## src/rtl/rx_serial_7n2.sv

```systemverilog
// rtl/rx_serial_7n2.sv - 7N2 asynchronous serial receiver with framing check and level handshake
// Build macro: RX_SERIAL_7N2_STOP2_CHECK_EN (defined: a low second stop bit also flags erro)
// Ports:
//   clock              in   system clock, rising edge
//   reset              in   asynchronous reset, active-low
//   entrada_serial     in   serial line, asynchronous, idle high
//   recebe_dado        in   consumer acknowledge, clears tem_dado
//   dados_ascii[6:0]   out  last received character
//   pronto             out  one-cycle pulse per completed frame (good or bad)
//   tem_dado           out  an unacknowledged character is held
//   erro               out  framing error flag of the last frame
//   db_estado[3:0]     out  current FSM state code
//   db_tick            out  high for one cycle after each bit sample
//   db_entrada_serial  out  synchronized serial line

module rx_serial_7n2 #(
  parameter int CLKS_PER_BIT = 434
) (
  input  logic       clock,
  input  logic       reset,
  input  logic       entrada_serial,
  input  logic       recebe_dado,
  output logic [6:0] dados_ascii,
  output logic       pronto,
  output logic       tem_dado,
  output logic       erro,
  output logic [3:0] db_estado,
  output logic       db_tick,
  output logic       db_entrada_serial
);

  localparam int HALF_BIT = CLKS_PER_BIT / 2;

  // The counter is cleared on state entry, so after k cycles it reads k-1.
  localparam logic [8:0] FULL_LAST = 9'(CLKS_PER_BIT - 1);
  localparam logic [8:0] HALF_LAST = 9'(HALF_BIT - 1);

`ifdef RX_SERIAL_7N2_STOP2_CHECK_EN
  localparam logic STOP2_CHECK = 1'b1;
`else
  localparam logic STOP2_CHECK = 1'b0;
`endif

  typedef enum logic [3:0] {
    INICIAL      = 4'h0,
    START        = 4'h1,
    DADOS        = 4'h2,
    STOP1        = 4'h3,
    STOP2        = 4'h4,
    ARMAZENA     = 4'h5,
    ESPERA_LINHA = 4'h6
  } state_t;

  state_t     state_q, state_d;
  logic       sync1_q, sync1_d;
  logic       sync2_q, sync2_d;
  logic [8:0] cnt_q, cnt_d;
  logic [2:0] bit_q, bit_d;
  logic [6:0] shift_q, shift_d;
  logic       ferr_q, ferr_d;
  logic [6:0] dados_q, dados_d;
  logic       erro_q, erro_d;
  logic       pronto_q, pronto_d;
  logic       tem_q, tem_d;
  logic       tick_q, tick_d;

  logic rx_s;
  assign rx_s = sync2_q;

  always_comb begin
    sync1_d  = entrada_serial;
    sync2_d  = sync1_q;
    state_d  = state_q;
    cnt_d    = cnt_q + 9'd1;
    bit_d    = bit_q;
    shift_d  = shift_q;
    ferr_d   = ferr_q;
    dados_d  = dados_q;
    erro_d   = erro_q;
    pronto_d = 1'b0;
    tick_d   = 1'b0;
    tem_d    = recebe_dado ? 1'b0 : tem_q;

    case (state_q)
      INICIAL: begin
        cnt_d  = 9'd0;
        bit_d  = 3'd0;
        ferr_d = 1'b0;
        if (!rx_s) begin
          state_d = START;
        end
      end

      START: begin
        if (cnt_q == HALF_LAST) begin
          tick_d = 1'b1;
          cnt_d  = 9'd0;
          // A line that is high again at mid start bit was only a glitch.
          state_d = rx_s ? INICIAL : DADOS;
        end
      end

      DADOS: begin
        if (cnt_q == FULL_LAST) begin
          tick_d  = 1'b1;
          cnt_d   = 9'd0;
          shift_d = {rx_s, shift_q[6:1]};
          if (bit_q == 3'd6) begin
            state_d = STOP1;
          end else begin
            bit_d = bit_q + 3'd1;
          end
        end
      end

      STOP1: begin
        if (cnt_q == FULL_LAST) begin
          tick_d  = 1'b1;
          cnt_d   = 9'd0;
          ferr_d  = ~rx_s;
          state_d = STOP2;
        end
      end

      STOP2: begin
        if (cnt_q == FULL_LAST) begin
          tick_d = 1'b1;
          cnt_d  = 9'd0;
          // Outputs load on the way into ARMAZENA so they are valid during it.
          dados_d  = shift_q;
          erro_d   = ferr_q | (STOP2_CHECK & ~rx_s);
          pronto_d = 1'b1;
          tem_d    = 1'b1;
          state_d  = ARMAZENA;
        end
      end

      ARMAZENA: begin
        cnt_d = 9'd0;
        // An acknowledge landing in the pronto cycle must not drop the new character.
        tem_d = 1'b1;
        // After a bad stop bit the line may still be low; do not read it as a start.
        state_d = erro_q ? ESPERA_LINHA : INICIAL;
      end

      ESPERA_LINHA: begin
        cnt_d = 9'd0;
        if (rx_s) begin
          state_d = INICIAL;
        end
      end

      default: begin
        cnt_d   = 9'd0;
        state_d = INICIAL;
      end
    endcase
  end

  always_ff @(posedge clock or negedge reset) begin
    if (!reset) begin
      sync1_q  <= 1'b1;
      sync2_q  <= 1'b1;
      state_q  <= INICIAL;
      cnt_q    <= 9'd0;
      bit_q    <= 3'd0;
      shift_q  <= 7'h00;
      ferr_q   <= 1'b0;
      dados_q  <= 7'h00;
      erro_q   <= 1'b0;
      pronto_q <= 1'b0;
      tem_q    <= 1'b0;
      tick_q   <= 1'b0;
    end else begin
      sync1_q  <= sync1_d;
      sync2_q  <= sync2_d;
      state_q  <= state_d;
      cnt_q    <= cnt_d;
      bit_q    <= bit_d;
      shift_q  <= shift_d;
      ferr_q   <= ferr_d;
      dados_q  <= dados_d;
      erro_q   <= erro_d;
      pronto_q <= pronto_d;
      tem_q    <= tem_d;
      tick_q   <= tick_d;
    end
  end

  assign dados_ascii       = dados_q;
  assign pronto            = pronto_q;
  assign tem_dado          = tem_q;
  assign erro              = erro_q;
  assign db_estado         = state_q;
  assign db_tick           = tick_q;
  assign db_entrada_serial = sync2_q;

endmodule

```

## config.mk

```make
export PLATFORM = sky130hd
export DESIGN_NAME = rx_serial_7n2
export DESIGN_NICKNAME = d
export VERILOG_FILES = /design/src/rtl/rx_serial_7n2.sv
export SDC_FILE = /design/constraint.sdc
export NUM_CORES = 1
export LEC_CHECK = 0
export ABC_CLOCK_PERIOD_IN_PS = 4700
export BUFFER_PORTS_ARGS = -buffer_cell sky130_fd_sc_hd__buf_2
export CAP_MARGIN = 0
export CORE_MARGIN = 1
export CORE_UTILIZATION = 45
export DETAILED_ROUTE_END_ITERATION = 6
export PLACE_DENSITY_LB_ADDON = 0.12
export REMOVE_ABC_BUFFERS = 1
export SETUP_SLACK_MARGIN = 0.4
export SLEW_MARGIN = 20
export SYNTH_ARGS = -nofsm -noshare
export SYNTH_HDL_FRONTEND = slang
export SYNTH_SLANG_ARGS = --single-unit
```

## constraint.sdc

```tcl
create_clock -name clock -period 4.7 [get_ports clock]
set_clock_uncertainty 0.2 [all_clocks]
set_input_delay 0 -clock clock [delete_from_list [all_inputs] [get_ports clock]]
set_output_delay 0 -clock clock [all_outputs]
set_load 0.1 [all_outputs]
```

; Word level (Yosys, flattened, before mapping)
; Cells that the tools add are included.
[totals]
reg_bits = 37
inputBits = 4
out_inout_bits = 16
elab_cells = 66
[op_classes]
add_sub_neg = 2
eq_ne = 17
n_mux = 25
bitwise_logic = 1
n_reduce_logical = 9
[ops]
columns = operator, n
row1 = 4-bit 2-to-1 mux, 7
row2 = 4-bit one-hot mux with 7 select lines, 1
row3 = 9-bit 2-to-1 mux, 2
row4 = 9-bit one-hot mux with 2 select lines, 1
row5 = 2-bit inequality test (second input constant), 8
row6 = 4-bit by 3-bit == test with 1-bit output (second input constant), 3
row7 = 9-bit by 1-bit adder with 9-bit output (second input constant), 1
row8 = 9-bit by 8-bit == test with 1-bit output (second input constant), 1
row9 = 9-bit == test (second input constant), 1
row10 = 3-bit 2-to-1 mux, 3
row11 = 4-bit by 2-bit == test with 1-bit output (second input constant), 2
row12 = 7-bit AND reduction, 1
row13 = 1-bit 2-to-1 mux, 6
row14 = 1-bit one-hot mux with 2 select lines, 3
row15 = 3-bit one-hot mux with 2 select lines, 1
row16 = 2-bit AND reduction, 3
row17 = 4-bit by 1-bit == test with 1-bit output (second input constant), 1
row18 = 4-bit logical NOT, 1
row19 = 2-bit nonzero test, 2
row20 = 3-bit by 1-bit adder with 3-bit output (second input constant), 1
row21 = 3-bit == test (second input constant), 1
row22 = 3-bit AND reduction, 1
row23 = 3-bit OR reduction, 1
row24 = 2-bit 2-to-1 mux, 1
row25 = 1-bit NOT, 1

; Logic depth before layout (Yosys ltp)
[depth]
depth_word = 4
depth_mapped = 7
mapped_depth_nobuf = 6

; Worst setup path before layout
; Ideal clock, no wire load.
[synth_path]
path_type = register to register
start = reg state_q[1] (netlist: db_estado[1])
end = reg state_q[0] (netlist: db_estado[0])
setup_time_ns = 0.125
arrival_ns = 2.094
required_time_ns = 4.375
path_slack_ns = 2.281
stages_incl_launch_ff = 6
path_buffers = 1
synth_period_minus_slack_ns = 2.419
cell_sequence = dfrtp_1 clkbuf_1 nor2_1 a21oi_1 a2bb2oi_2 mux2_2
[synth_via]
elab_chain_len = 3
word_cells_on_any_way = 16
cone_classes = eq/ne (13) / mux (1) / reduce/logical (2)
[synth_lines]
columns = item, line
row1 = from (decl), 54  ; state_t state_q, state_d;
row2 = from (signal assigned), 177  ; state_q <= state_d;
row3 = "4-bit by 2-bit == test with 1-bit output, or another cell as far along", 84  ; case (state_q)
row4 = 2-bit inequality test (no source line), --
row5 = 7-bit AND reduction (no source line), --
; Parallel ways exist; a longest one is shown, timed or not.
; A chain may end at the register's enable or synchronous reset.

; Final worst setup path
[layout_path]
start = reg cnt_q[2]
end = reg state_q[0] (netlist: db_estado[0])
[layout_via]
elab_chain_len = 3
word_cells_on_any_way = 7
cone_classes = eq/ne (6) / reduce/logical (1)
[layout_lines]
columns = item, line
row1 = from (decl), 57  ; logic [8:0] cnt_q, cnt_d;
row2 = from (signal assigned), 178  ; cnt_q <= cnt_d;
row3 = 9-bit == test / 9-bit by 8-bit == test with 1-bit output (equally long branches), --
row4 = 2-bit inequality test (no source line), --
row5 = 7-bit AND reduction (no source line) (*), --
; Every way passes the cells marked *; elsewhere a longest branch is shown, timed or not.

==> flow_metrics.env <==
export IMPL_final_common_cell="dfrtp_1"
export IMPL_first_global_vias=1202
export IMPL_fp_dieW_microns=63.8
export IMPL_start_util_pct=47.0
export IMPL_rsz0062_at_grt="no"
export IMPL_p_leak_uw=0.000936
export IMPL_die_area_sq_um=4070
export IMPL_vias_per_cell=5.19
export IMPL_postCtsSetupRepairBufs=0
export IMPL_drive_gt1_share_pct=27.0
export IMPL_drtIter0Drc=73
export IMPL_hold_viol=0
export IMPL_drt_antenna_violating_nets=0
export IMPL_slew_limit_headroom_pct=47.9
export IMPL_die_h_microns=63.8
export IMPL_powerDensity_nw_per_um2=300
export IMPL_stdcell_count=222
export IMPL_ys_flop_type="dfrtp_1"
export IMPL_grt_pass1_wl_microns=5400
export IMPL_routed_wl_microns=2940
export IMPL_clk_root_buffer_cell="clkbuf_8"
export IMPL_final_fill_count=324
export IMPL_final_cell_mix="dfrtp_1, buf_2, nor2_1, mux2_2, inv_1"
export IMPL_path_max_fanout=11
export IMPL_grt_start_max_net_pins=37
export IMPL_critPathMaxStageDelay_ns=0.46
export IMPL_io_pins=20
export IMPL_clk_latency_ns=0.28
export IMPL_core_sq_um=3660
export IMPL_postSynthAreaPerCell_sq_um=11.2
export IMPL_antenna_found_initial=0
export IMPL_gp_congestion=0.872
export IMPL_post_dp_cell_area_sq_um=1830
export IMPL_cp_cell_sequence="nand4b_2 -> nor4_4 -> a2bb2oi_2 -> mux2_2"
export IMPL_drcViolationCount=0
export IMPL_cts_hold_buf=3
export IMPL_nNetsFinal=182
export IMPL_fin_setup_tns_ns=0
export IMPL_cp_required_ns=4.67
export IMPL_post_cts_resized=0
export IMPL_status="completed"
export IMPL_synth_cell_types=41
export IMPL_slew_violations=0
export IMPL_hold_worst_slack_ns=0.132
export IMPL_tightest_slew_ns=0.781
export IMPL_cts_made_buffers=5
export IMPL_netlist_instances=153
export IMPL_clkTransAtPathRegs_ns=0.07
export IMPL_clock_sinks=36
export IMPL_period_needed_ns=2.31
export IMPL_fmax_mhz=433
export IMPL_grt_usage_pct=17.6
export IMPL_cts_buffer_depth=2
export IMPL_setup_viol=0
export IMPL_min_period_over_period_pct=49.1
export IMPL_postSynth_asyncResetShare_pct=100
export IMPL_vdd_drop_max_mv=0.172
export IMPL_netlist_top_cells_area="dfrtp_1, mux2_2, ha_1, nor2_1, dfstp_2"
export IMPL_port_buffers=18
export IMPL_antenna_cells=0
export IMPL_synth_top_area_share_pct=49.5
export IMPL_grt_overflow=0
export IMPL_htree_levels=2
export IMPL_cp_start_kind="flip-flop"
export IMPL_synth_edff_count=0
export IMPL_area_growth_syn_to_layout_pct=14.5
export IMPL_route_vias_total=1153
export IMPL_seq_area_frac_synth_pct=52.5
export IMPL_dp_cells=211
export IMPL_wire_per_inst_microns=13.2
export IMPL_place_detailed_hpwl_microns=2080
export IMPL_ys_warnings_count=0
export IMPL_worst_setup_path_end_kind="flip-flop"
export IMPL_worst_ep_arrival_time_ns=2.28
export IMPL_final_area_sq_um=1970
export IMPL_synthesis_area_sq_um=1720
export IMPL_fp_row_count=22
export IMPL_synth_area_leader_cell="dfrtp_1"
export IMPL_drt_first_pass_iters=4
export IMPL_crit_slowest_cell="nor4_4"
export IMPL_hp_class="in2async"
export IMPL_synth_seq_cells=36
export IMPL_crit_type="reg2reg"
export IMPL_cap_violations=0
export IMPL_cts_tree="done"
## logic make-up after synthesis
family | synth area share, %
simple gates | 16.9
buf+inv | 4.22
other cells | 0.218
flops | 52.5
compound gates | 8.51
mux | 10.5
xor+xnor | 3.56
fa+ha+maj | 3.64
## registers in the layout (all words and copies together), names as in the netlist
signal             flops
ferr_q                 1
db_estado              3
pronto                 1
shift_q                7
db_entrada_serial      1
sync1_q                1
erro                   1
cnt_q                  9
db_tick                1
dados_ascii            7
bit_q                  3
tem_dado               1
## cell type report
class	instances	area, sq um	area share (%)
Clock inverter	2	35.0	1.78
Sequential cell	36	903	45.9
Tap cell	48	60.1	3.05
Multi-Input combinational cell	100	744	37.8
Clock buffer	6	72.6	3.68
Inverter	9	33.8	1.72
Timing Repair Buffer	21	120	6.10
## critical path, delay by kind of cell (launching register included)
| family | cells | cell delay, ns |
|---|---|---|
| flip-flops | 1 | 0.43 |
| AND/OR/NAND/NOR | 2 | 0.73 |
| AO/OA/AOI/OAI | 1 | 0.45 |
| multiplexers | 1 | 0.39 |
## through the flow
stage / total power, uW / setup WS, ns / utilization (%)
floorplan: 326 / 2.11 / -
global placement: 334 / 2.46 / 50.0
detailed placement: 334 / 2.38 / 50.0
CTS: 600 / 2.37 / 53.8
global route: 614 / 2.22 / 53.8
finish: 592 / 2.39 / 53.8
## power by group
group / internal, uW / switching (uW) / total [uW]
Sequential: 311 / 1.22 / 313
Combinational: 3.39 / 13.8 / 17.2
Clock: 157 / 105 / 262
Total: 472 / 120 / 592
## routing by layer
layer | share of wire [%] | routed length, microns | global-route usage, % | up-vias
met2 | 48 | 1400 | 28.3 | 15
met4 | 1.9 | 55 | 8.24 | 0
met5 | 0 | 0 | 0 | -
met1 | 47 | 1390 | 21.8 | 565
met3 | 3.4 | 100 | 4.82 | 6
li1 | - | - | - | 567
## cells in the mapped netlist (all sizes together), types with 2 or more instances
cell type	instances
nand4b	2
nor2b	3
nand2	7
mux2	16
inv	9
nand3	4
buf	5
o22ai	2
a21oi	5
dfrtp	34
nor3b	2
xor2	2
nor2	16
xnor2	5
o21ai	6
or3	3
ha	5
nor3	3
nand2b	2
dfstp	2
clkbuf	3
## worst paths after layout
| check | start | cells past startpoint | end | slack [ns] |
|---|---|---|---|---|
| worst min-delay path | reset | 2 | tem_dado | 0.13 |
| worst max-delay path | cnt_q[2] | 4 | db_estado[0] | 2.39 |
| max in group asynchronous | reset | 2 | cnt_q[2] | 3.68 |
| worst min register to register | sync1_q | 0 | db_entrada_serial | 0.16 |
| worst max register to register | cnt_q[2] | 4 | db_estado[0] | 2.39 |
| min in group clock | entrada_serial | 2 | sync1_q | 0.15 |
Note: power is estimated with default switching activity, not from simulation.
